$ cat src/rtl/serial_addnb_if.sv
// Operand/result bundle for the digit-serial adder: requester drives start and operands,
// the adder returns busy/done and the registered result flags.
interface serial_addnb_if #(
   parameter int WIDTH = 8
);
   logic             start;
   logic [WIDTH-1:0] a;
   logic [WIDTH-1:0] b;
   logic             ci;
   logic             sub;
   logic             busy;
   logic             done;
   logic [WIDTH-1:0] r;
   logic             co;
   logic             ov;

   modport master (
      output start, a, b, ci, sub,
      input  busy, done, r, co, ov
   );

   modport slave (
      input  start, a, b, ci, sub,
      output busy, done, r, co, ov
   );
endinterface

$ cat src/rtl/serial_addnb.sv
// Digit-serial add/sub: WIDTH/DIGIT edges from the accepting edge to the done pulse.
// No backpressure: start is only taken while idle, the result is held until the next completion.
module serial_addnb #(
   parameter int WIDTH = 8,
   parameter int DIGIT = 1
) (
   input  logic          clk,
   input  logic          rst_n,
   serial_addnb_if.slave bus
);
   localparam int N  = WIDTH / DIGIT;
   localparam int CW = (N > 1) ? $clog2(N) : 1;

   if (WIDTH < 1 || DIGIT < 1 || (WIDTH % DIGIT) != 0) begin : g_bad_param
      $error("serial_addnb: WIDTH must be a nonzero multiple of DIGIT");
   end

   typedef enum logic {
      IDLE = 1'b0,
      RUN  = 1'b1
   } state_t;

   state_t           state, state_nxt;
   logic [WIDTH-1:0] sa, sa_nxt;
   logic [WIDTH-1:0] sb, sb_nxt;
   logic [WIDTH-1:0] acc, acc_nxt;
   logic             carry, carry_nxt;
   logic [CW-1:0]    cnt, cnt_nxt;
   logic [WIDTH-1:0] r_q, r_nxt;
   logic             co_q, co_nxt;
   logic             ov_q, ov_nxt;
   logic             done_q, done_nxt;

   logic [DIGIT:0]       slice;
   logic                 msb_cin;
   logic [WIDTH+DIGIT-1:0] acc_wide;

   // One DIGIT-wide full-adder slice; carry into its top bit recovered from sum ^ operands.
   always_comb begin
      slice    = {1'b0, sa[DIGIT-1:0]} + {1'b0, sb[DIGIT-1:0]} + {{DIGIT{1'b0}}, carry};
      msb_cin  = slice[DIGIT-1] ^ sa[DIGIT-1] ^ sb[DIGIT-1];
      acc_wide = {slice[DIGIT-1:0], acc};
   end

   always_comb begin
      state_nxt = state;
      sa_nxt    = sa;
      sb_nxt    = sb;
      acc_nxt   = acc;
      carry_nxt = carry;
      cnt_nxt   = cnt;
      r_nxt     = r_q;
      co_nxt    = co_q;
      ov_nxt    = ov_q;
      done_nxt  = 1'b0;

      case (state)
         IDLE: begin
            if (bus.start) begin
               sa_nxt    = bus.a;
               sb_nxt    = bus.sub ? ~bus.b : bus.b;
               carry_nxt = bus.sub ? 1'b1 : bus.ci;
               cnt_nxt   = '0;
               state_nxt = RUN;
            end
         end
         RUN: begin
            // LSB digit first: each new digit enters at the top and slides down.
            acc_nxt   = acc_wide[WIDTH+DIGIT-1:DIGIT];
            sa_nxt    = sa >> DIGIT;
            sb_nxt    = sb >> DIGIT;
            carry_nxt = slice[DIGIT];
            cnt_nxt   = cnt + CW'(1);
            if (cnt == CW'(N - 1)) begin
               r_nxt     = acc_wide[WIDTH+DIGIT-1:DIGIT];
               co_nxt    = slice[DIGIT];
               ov_nxt    = slice[DIGIT] ^ msb_cin;
               done_nxt  = 1'b1;
               cnt_nxt   = '0;
               state_nxt = IDLE;
            end
         end
         default: state_nxt = IDLE;
      endcase
   end

   always_ff @(posedge clk) begin
      if (!rst_n) begin
         state  <= IDLE;
         sa     <= '0;
         sb     <= '0;
         acc    <= '0;
         carry  <= 1'b0;
         cnt    <= '0;
         r_q    <= '0;
         co_q   <= 1'b0;
         ov_q   <= 1'b0;
         done_q <= 1'b0;
      end else begin
         state  <= state_nxt;
         sa     <= sa_nxt;
         sb     <= sb_nxt;
         acc    <= acc_nxt;
         carry  <= carry_nxt;
         cnt    <= cnt_nxt;
         r_q    <= r_nxt;
         co_q   <= co_nxt;
         ov_q   <= ov_nxt;
         done_q <= done_nxt;
      end
   end

   assign bus.busy = (state == RUN);
   assign bus.done = done_q;
   assign bus.r    = r_q;
   assign bus.co   = co_q;
   assign bus.ov   = ov_q;
endmodule

$ cat src/flat_wrapper.sv
// flat-port wrapper written by rule: the top's interface ports become plain ports
module serial_addnb_flat 
#(
   parameter int WIDTH = 8,
   parameter int DIGIT = 1
)
  (clk, rst_n, bus_start, bus_a, bus_b, bus_ci, bus_sub, bus_busy, bus_done, bus_r, bus_co, bus_ov);
  serial_addnb_if #(.WIDTH(WIDTH)) bus_i ();
  input  logic clk;
  input  logic rst_n;
  input wire logic [$bits(bus_i.start)-1:0] bus_start;
  input wire logic [$bits(bus_i.a)-1:0] bus_a;
  input wire logic [$bits(bus_i.b)-1:0] bus_b;
  input wire logic [$bits(bus_i.ci)-1:0] bus_ci;
  input wire logic [$bits(bus_i.sub)-1:0] bus_sub;
  output wire logic [$bits(bus_i.busy)-1:0] bus_busy;
  output wire logic [$bits(bus_i.done)-1:0] bus_done;
  output wire logic [$bits(bus_i.r)-1:0] bus_r;
  output wire logic [$bits(bus_i.co)-1:0] bus_co;
  output wire logic [$bits(bus_i.ov)-1:0] bus_ov;
  assign bus_i.start = bus_start;
  assign bus_i.a = bus_a;
  assign bus_i.b = bus_b;
  assign bus_i.ci = bus_ci;
  assign bus_i.sub = bus_sub;
  assign bus_busy = bus_i.busy;
  assign bus_done = bus_i.done;
  assign bus_r = bus_i.r;
  assign bus_co = bus_i.co;
  assign bus_ov = bus_i.ov;
  serial_addnb #(.WIDTH(WIDTH), .DIGIT(DIGIT)) u_core (.clk(clk), .rst_n(rst_n), .bus(bus_i));
endmodule
$ cat config.mk
export PLATFORM = sky130hd
export DESIGN_NAME = serial_addnb_flat
export DESIGN_NICKNAME = d
export VERILOG_FILES = /design/src/rtl/serial_addnb_if.sv /design/src/rtl/serial_addnb.sv /design/src/flat_wrapper.sv
export SDC_FILE = /design/constraint.sdc
export NUM_CORES = 1
export LEC_CHECK = 0
export CAP_MARGIN = 20
export CORE_ASPECT_RATIO = 1.75
export CORE_MARGIN = 2
export CORE_UTILIZATION = 45
export DETAILED_ROUTE_END_ITERATION = 16
export PLACE_DENSITY = 0.8
export SLEW_MARGIN = 40
export SYNTH_ARGS = -nofsm -noshare
export SYNTH_HDL_FRONTEND = slang
export SYNTH_SLANG_ARGS = --single-unit
$ cat constraint.sdc
create_clock -name clk -period 1.45 [get_ports clk]
set_input_delay 0.29 -clock clk [delete_from_list [all_inputs] [get_ports clk]]
set_output_delay 0.29 -clock clk [all_outputs]
set_load 0.03 [all_outputs]
After elaboration in Yosys (flattened, before gate mapping)
Cells that the tools add are included.
- output and inout port bits: 12
- bits in latches: 0
- register bits: 40
- logic and storage cells: 37
- memories kept: 0
- bits in read-only memories: 0
- bits of input ports: 21
- RAM bits: 0
- order comparisons: 0
- shift operators: 0
- multipliers: 0
- reductions and logical operators: 2
- div/mod/pow operators: 0
- $add $sub $neg: 3
- bitwise operators: 5
- muxes and demuxes: 15
- equality and inequality tests: 2
- operators by type and width (kind ; number):
    8-bit case mux with 2 select lines ; 2
    8-bit 2-to-1 mux ; 3
    8-bit NOT ; 1
    3-bit 2-to-1 mux ; 2
    3-bit case mux with 2 select lines ; 1
    1-bit 2-to-1 mux ; 5
    1-bit case mux with 2 select lines ; 2
    2-bit AND reduction ; 2
    3-bit by 1-bit adder with 3-bit output, second input constant ; 1
    3-bit equality test, second input constant ; 1
    1-bit XOR ; 3
    1-bit by 1-bit adder with 2-bit output ; 1
    2-bit by 1-bit adder with 2-bit output ; 1
    2-bit != test, second input constant ; 1
    1-bit NOT ; 1

Longest topological paths before layout
Gate-level depths: netlist of the first run.
- word-level depth: 5
- depth in mapped cells: 6

Worst setup path before layout of the first run
OpenSTA, ideal clock, no wires.
- path kind: reg2reg
- from: register u_core.carry
- to: register u_core.ov_q, in the netlist u_core.bus.ov
- setup slack: 0.114 ns
- data required time: 1.331 ns
- data arrival time: 1.218 ns
- cell stages (with the launch flop): 5
- cells stage by stage: dfxtp_1 -> fa_1 -> xnor2_1 -> xnor2_1 -> a21oi_1
- cells in the longest elaborated chain, start to end: 4
- ends and longest elaborated chain (what ; RTL line ; text):
    start: declaration ; serial_addnb.sv:27 ; logic carry, carry_nxt;
    start signal: assignment ; serial_addnb.sv:104 ; carry <= carry_nxt;
    2-bit by 1-bit adder with 2-bit output ; serial_addnb.sv:40 ; slice = {1'b0, sa[DIGIT-1:0]} + {1'b0, sb[DIGIT-1:0]} + {{DIGIT{1'b0}}, carry};
    net u_core.slice[0] ; serial_addnb.sv:34 ; logic [DIGIT:0] slice;
    1-bit XOR (2 in a row) ; serial_addnb.sv:41 ; msb_cin = slice[DIGIT-1] ^ sa[DIGIT-1] ^ sb[DIGIT-1];
    1-bit XOR ; serial_addnb.sv:77 ; ov_nxt = slice[DIGIT] ^ msb_cin;
    end signal: assignment ; serial_addnb.sv:108 ; ov_q <= ov_nxt;
    end: declaration ; serial_addnb.sv:31 ; logic ov_q, ov_nxt;
The timed path passes the listed nets, and every way through them passes these cells.
A chain may end at the register's enable or synchronous reset.

Final worst setup path of the first run
- from: register u_core.sa[0]
- to: register u_core.ov_q, in the netlist u_core.bus.ov
- cells in the longest elaborated chain, start to end: 5
- ends and longest elaborated chain (what ; RTL line ; text):
    start: declaration ; serial_addnb.sv:24 ; logic [WIDTH-1:0] sa, sa_nxt;
    start signal: assignment ; serial_addnb.sv:101 ; sa <= sa_nxt;
    1-bit by 1-bit adder with 2-bit output ; serial_addnb.sv:40 ;
    2-bit by 1-bit adder with 2-bit output ; serial_addnb.sv:40 ;
    net u_core.slice[0] ; serial_addnb.sv:34 ;
    1-bit XOR (2 in a row) ; serial_addnb.sv:41 ;
    1-bit XOR ; serial_addnb.sv:77 ;
The timed path passes the listed nets, and every way through them passes these cells.

==> results of run 1 <==
[cell usage after synthesis]
| cell type | number |
|---|---|
| and2_4 | 1 |
| xor2_1 | 7 |
| ha_1 | 2 |
| buf_4 | 1 |
| buf_2 | 1 |
| buf_6 | 7 |
| nand3_1 | 7 |
| dfxtp_1 | 39 |
| a21boi_2 | 1 |
| and3_1 | 1 |
| a21boi_1 | 7 |
| a211o_1 | 1 |
| nor2_1 | 6 |
| xnor2_1 | 4 |
| nand2b_1 | 1 |
| fa_1 | 1 |
| clkbuf_1 | 3 |
| mux2i_1 | 22 |
| nand2_1 | 26 |
| buf_12 | 1 |
| o21ai_0 | 12 |
| a211oi_1 | 1 |
| a21oi_1 | 4 |
| nor2b_1 | 10 |
| clkbuf_2 | 1 |
| nand2_2 | 1 |
| and2_1 | 7 |
| o21ai_1 | 4 |
| a21boi_0 | 2 |
| nor3b_1 | 3 |
[cell families after synthesis]
| group | Yosys count | share of synthesized area, % |
|---|---|---|
| xor gates and xnor gates | 11 | 5.422 |
| muxes | 22 | 12.39 |
| adders and majority gates | 3 | 2.535 |
| and+or+nand+nor | 63 | 17.54 |
| AOI/OAI and AO/OA | 32 | 10.99 |
| buffers and inverters | 14 | 7.183 |
| DFF | 39 | 43.94 |
[metrics by stage]
step                      setup WS, ns  total power (uW)  hold slack [ns]   TNS (ns)
after floorplan                 0.1138              1363           0.4372          0
after global placement       -0.004295              1463           0.4415  -0.004295
after detailed placement      -0.05243              1470           0.4460    -0.1906
after CTS                      0.04658              2409           0.4544          0
after global routing          -0.01206              2493           0.4756   -0.01206
final                          0.05333              2392           0.4495          0
[state kept, by name (all words and copies together), names as in the netlist]
signal,cells
u_core.acc,7
u_core.cnt,3
u_core.bus.ov,1
u_core.bus.r,8
u_core.bus.done,1
u_core.sb,8
u_core.sa,8
u_core.bus.co,1
u_core.bus.busy,1
u_core.carry,1
[worst max-delay path, cell delays in order (launching register included)]
cell     delay, ns
dfxtp_2       0.34
fa_2          0.60
xnor2_2       0.12
xnor2_1       0.14
a21oi_1       0.09
[layout make-up]
cell class                      instances  area, um2  area share [%]
Clock buffer                            6      82.58           3.640
Clock inverter                          2      35.03           1.544
Multi-Input combinational cell        131      878.3           38.72
Sequential cell                        39      783.3           34.53
Tap cell                               48      60.06           2.648
Timing Repair Buffer                   47      429.2           18.92
[power by group]
group	internal, uW	switching, uW
logic	184	133
registers	1110	29.7
clock network	557	375
[routing by layer]
layer / share of wire (%) / wire [um] / up-vias / GRT usage (%)
li1: - / - / 688 / -
met1: 41 / 1329 / 631 / 17.61
met2: 54 / 1732 / 27 / 29.95
met3: 3.0 / 98 / 8 / 4.639
met4: 2.1 / 68 / 0 / 6.459
met5: 0 / 0 / - / 0
[timing repair]
item	CTS	global route
endpoints found under the setup margin	11	1
gates cloned	0	0
gates resized for setup	11	4
pin swaps	0	2
[layout by cell type, fill, tap and decap left out, types with 2 or more instances in the layout]
master / synthesis / final
a21boi_0: 2 / 2
a21boi_1: 7 / 7
a21oi_1: 4 / 4
and2_1: 7 / 7
buf_4: 1 / 15
clkbuf_8: 0 / 6
clkdlybuf4s50_1: 0 / 20
dfxtp_1: 39 / 37
dfxtp_2: 0 / 2
dlygate4sd2_1: 0 / 11
ha_1: 2 / 2
mux2i_1: 22 / 22
nand2_1: 26 / 26
nand3_1: 7 / 7
nor2_1: 6 / 6
nor2b_1: 10 / 10
nor3b_1: 3 / 3
o21ai_0: 12 / 12
o21ai_1: 4 / 4
xnor2_1: 4 / 3
xor2_1: 7 / 7
[worst min path at each step]
| stage | slack, ns | endpoint | cells after the start |
|---|---|---|---|
| after floorplan | 0.44 | u_core.sa[7] | 2 |
| after global placement | 0.44 | u_core.bus.r[3] | 2 |
| after detailed placement | 0.45 | u_core.bus.r[6] | 2 |
| after CTS | 0.45 | u_core.bus.r[6] | 2 |
| after global routing | 0.48 | u_core.bus.r[4] | 2 |
| final | 0.45 | u_core.bus.r[6] | 2 |
==> summary.md, run 1 <==
| Metric | Value |
|---|---|
| Routed vias | 1354 |
| Fillers | 373 |
| Critical Path RT | 1.63 ns |
| Clock skew | 0.004134 ns |
| GRT overflow | 0 |
| Placer Congestion | around 0.74 |
| Initial antenna violation count | 0 |
| Cells after Synth | around 180 |
| Drt total wl | between 3000 and 4000 um |
| Post-DRT Antenna Nets | 0 |
| Setup crit start | u_core.sa[0] |
| Slew margin rel. | 79.08% |
| Final Hold Vio Count | 0 |
| Unrepaired setup endpoints after global routing | true |
| Layout cell share with drive strength beyond 1 | 13.78% |
| CTS Root Cell | clkbuf_8 |
| Router iterations before antenna repair | 4 |
| Syn Nets | 208 |
| Yosys Warn Count | 0 |
| Die height | 87.12 um |
| Max Freq | 716.0 MHz |
| FF-to-FF path depth | 4 |
| Crit path time final | 1.397 ns |
| Row count | 30 |
| Final Instance Area | about 0.0023 mm2 |
| Clock H-tree levels | 2 |
| Routed wire per std cell | 11.83 um |
| N_diodes | 0 |
| Clock Pin Slew Worst Setup and Hold Paths | approximately 0.08 ns |
| Register bit total from synthesis | 39 |
| Routed vias/inst | 4.960 |
| Number of DRC markers in iteration 0 | 28 |
| Die Area | 0.004487 mm2 |
| Status | finished clean |
| Critical path class | reg -> reg |
| CTS Buffer Depth | 2 |
| Mean post-synth cell area | 9.656 um2 |
| Pin count of the biggest net entering global routing | 23 |
| CP Launch Type | flop |
| Syn-to-layout area delta | 27.68% |
| Crit end category | flop |
| CTS Sinks | 39 |
| CTS Buf Count | 5 |
| Vias in the first global route | 1349 |
| Pwr Density | between 1000 and 1500 mW/mm2 |
| RR Endpoint | u_core.bus.ov |
| RR Startpoint | u_core.sa[0] |
| Slew @ Worst Pin | 0.3138 ns |
| Seq/Total Area, Yosys | roughly 44% |
| Arr. time, crit path | 1.58 ns |
| Worst hold path class | reg -> reg |
| Top cell type's share of synthesized area | 43.94% |
| Final HPWL DP | 2266 um |
| Die Wd | 51.50 um |
| Setup bufs post-CTS | 0 |
| Yosys top cell by area | dfxtp_1 |
| Nets | approximately 250 |
| Hold_sp | u_core.bus.r[6] |
| Setup slack, reg-to-reg | approximately 0.053 ns |
| Cell Area, Placed | roughly 0.0022 mm2 |
| TritonCTS clock tree | built |
| GRT Resource Usage Total | 16.56% |
| Period utilization | 96.32% |
| Setup crit end | u_core.bus.ov |
| Synth top area cells | dfxtp_1 44%, mux2i_1 12%, nand2_1 5.5% |
| Input/output buffers | 32 |
| Clock latency on the worst-skew pair | 0.29 ns |
| Max Cap Viol | 0 |
| Dpl cells | 265 |
| Hold buffers post-CTS | 0 |
| Post-route non-filler standard cell count | 273 |
| Leak | 0.0009521 uW |
| Final core occ | 59.25% |
| Total core area | 0.003829 mm2 |
| CP Max Fanout | 2 |
| Yosys cell types | 30 |
| Initial Utilization | a little under half |
| Worst vdd ir | 0.0007998 V |
| First-pass GRT wire length | 5671 um |
| # IOs | 33 |
| Post-route DRC | 0 |
| # setup viols final | 0 |
| Max Slew Vio Count | 0 |
| Post-Syn Area | 0.001777 mm2 |
Power figures use the tool's default switching activity.
==> run 2: changes to the inputs <==
--- a/config.mk
+++ b/config.mk
@@ -6,7 +6,7 @@
 export NUM_CORES = 1
 export LEC_CHECK = 0
 export CAP_MARGIN = 20
-export CORE_ASPECT_RATIO = 1.75
+export CORE_ASPECT_RATIO = 0.6
 export CORE_MARGIN = 2
 export CORE_UTILIZATION = 45
 export DETAILED_ROUTE_END_ITERATION = 16
==> summary.md, run 2 (synthesis results as in run 1) <==
| Metric | Value |
|---|---|
| Router iterations before antenna repair | 5 |
| Vias in the first global route | 1220 |
| CP Launch Type | flop |
| Clock Pin Slew Worst Setup and Hold Paths | 0.07 ns |
| Crit end category | flop |
| Clock skew | 0.004533 ns |
| Pin count of the biggest net entering global routing | 34 |
| Depth of the worst hold-timing path | 2 |
| Worst hold slack | between 0.4 and 0.5 ns |
| RR Startpoint | u_core.sa[0] |
| Post-DRT Antenna Nets | 0 |
| Final HPWL DP | 2312 um |
| Slew @ Worst Pin | ~0.31 ns |
| Max Slew Vio Count | 0 |
| Max Cap Viol | 0 |
| Arr. time, crit path | between 1.5 and 2 ns |
| Commonest non-fill, non-tap cell in the layout | dfxtp_1 |
| CP Max Fanout | 2 |
| Layout cell share with drive strength beyond 1 | approximately an eighth |
| Leak | 0.0009538 uW |
| Pre-CTS setup slack | -0.07317 ns |
| Final Hold Vio Count | 0 |
| Hold_sp | u_core.bus.r[3] |
| CTS Sinks | 39 |
| Critical Path RT | 1.63 ns |
| CTS Buf Count | 5 |
| Clock latency on the worst-skew pair | 0.29 ns |
| Placer Congestion | 0.7620 |
| CTS Root Cell | clkbuf_8 |
| FF-to-FF path depth | 4 |
| Post-route non-filler standard cell count | 270 |
| N_diodes | 0 |
| Total chip power | 2389 uW |
| Setup slack, reg-to-reg | 0.06 ns |
| Slew margin rel. | between 70 and 80% |
| WHS Endpoint | u_core.bus.r[3] |
| Total core area | 0.003722 mm2 |
| Syn-to-layout area delta | 28.66% |
| Initial Utilization | 47.73% |
| Pwr Density | 1045 mW/mm2 |
| Drt total wl | about 3300 um |
| Nets | 246 |
| # IOs | 33 |
| Dpl cells | 261 |
| Status | finished clean |
| RR Endpoint | u_core.bus.ov |
| Crit path time final | 1.389 ns |
| Die Wd | 85.12 um |
| Fillers | 316 |
| Die height | 52.67 um |
| Worst path max stage delay | 0.58 ns |
| Bufs and invs on worst path | 0 |
| Cells along the critical path | fa_1 > xnor2_1 > xnor2_1 > a21oi_1 |
| Unrepaired setup endpoints after global routing | false |
| GRT overflow | 0 |
| Critical path class | reg -> reg |
| Worst vdd ir | 0.0006058 V |
| Routed wire per std cell | 12.21 um |
| Post-route DRC | 0 |
| Die Area | 0.004483 mm2 |
| Input/output buffers | 32 |
| CTS Buffer Depth | 2 |
| Period utilization | 95.81% |
| First-pass GRT wire length | 5430 um |
| Clock H-tree levels | 2 |
| Worst hold path class | reg -> reg |
| Most frequent cells in the layout | 38 x dfxtp_1, 26 x nand2_1, 22 x mux2i_1 |
| Routed vias/inst | 4.844 |
| CP max stage cell | fa_1 |
| Setup bufs post-CTS | 0 |
| Most used cell, CP | xnor2_1 |
| Max Freq | between 700 and 800 MHz |
| Delay-heaviest family, CP | adder cells |
| # setup viols final | 0 |
| Initial antenna violation count | 0 |
| Number of DRC markers in iteration 0 | 33 |
| TritonCTS clock tree | built |
| Worst Slack Setup Final | 0.06078 ns |
| Row count | 17 |
| Routed vias | 1308 |
| GRT Resource Usage Total | 16.14% |
-- run 2: worst max-delay path by stage --
| stage | start | end | slack [ns] | cells after the start |
|---|---|---|---|---|
| after floorplan | u_core.carry | u_core.bus.ov | 0.11 | 4 |
| after global placement | bus_sub | u_core.sb[1] | -0.05 | 5 |
| after detailed placement | bus_sub | u_core.sb[1] | -0.07 | 5 |
| after CTS | u_core.bus.busy | bus_busy | 0.04 | 2 |
| after global routing | u_core.sa[0] | u_core.bus.ov | 0.002 | 4 |
| final | u_core.sa[0] | u_core.bus.ov | 0.06 | 4 |
-- run 2: final cells by class --
| cell class | instances | area (um2) | share of cell area [%] |
|---|---|---|---|
| clock buffers | 6 | 82.58 | 3.612 |
| clock inverters | 2 | 35.03 | 1.533 |
| multi-input cells | 132 | 883.3 | 38.64 |
| flip-flops and latches | 39 | 782.0 | 34.21 |
| well taps | 47 | 58.81 | 2.573 |
| repair buffers | 44 | 444.2 | 19.43 |
-- run 2: per-stage QoR --
stage | cell area (um2) | TNS [ns] | util (%)
3_3_place_gp | 2166 | -0.2373 | 58.18
2_1_floorplan | 1777 | 0 | -
3_5_place_dp | 2166 | -0.5979 | 58.18
5_1_grt | 2286 | 0 | 61.41
6_report | 2286 | 0 | 61.41
4_1_cts | 2270 | 0 | 60.97
-- run 2: where the power goes --
part	switching (uW)	internal (uW)	total (uW)	leakage, uW
Sequential	27.2	1110	1140	0.000318
Clock	372	557	929	0.0000612
Combinational	134	186	320	0.000575
Total	533	1860	2390	0.000954
-- run 2: worst register-to-register path: stages, from the launching register on --
cell and delay [ns]:
dfxtp_1 0.33, fa_1 0.58, xnor2_1 0.14, xnor2_1 0.14, a21oi_1 0.08
-- run 2: timing repair --
item | CTS | global route
hold buffers | 0 | 0
gates resized for setup | 11 | 2
hold endpoints to repair | 0 | 0
pin swaps | 0 | 2
cloned | 0 | 1
setup endpoints to repair | 11 | 3
-- run 2: routing by layer --
| metal | up-vias | part of all wire, % | GRT usage, % |
|---|---|---|---|
| li1 | 688 | - | - |
| met1 | 596 | 51 | 20.63 |
| met2 | 22 | 43 | 24.74 |
| met3 | 2 | 5.2 | 6.614 |
| met4 | 0 | 0.82 | 5.556 |
| met5 | - | 0 | 0 |
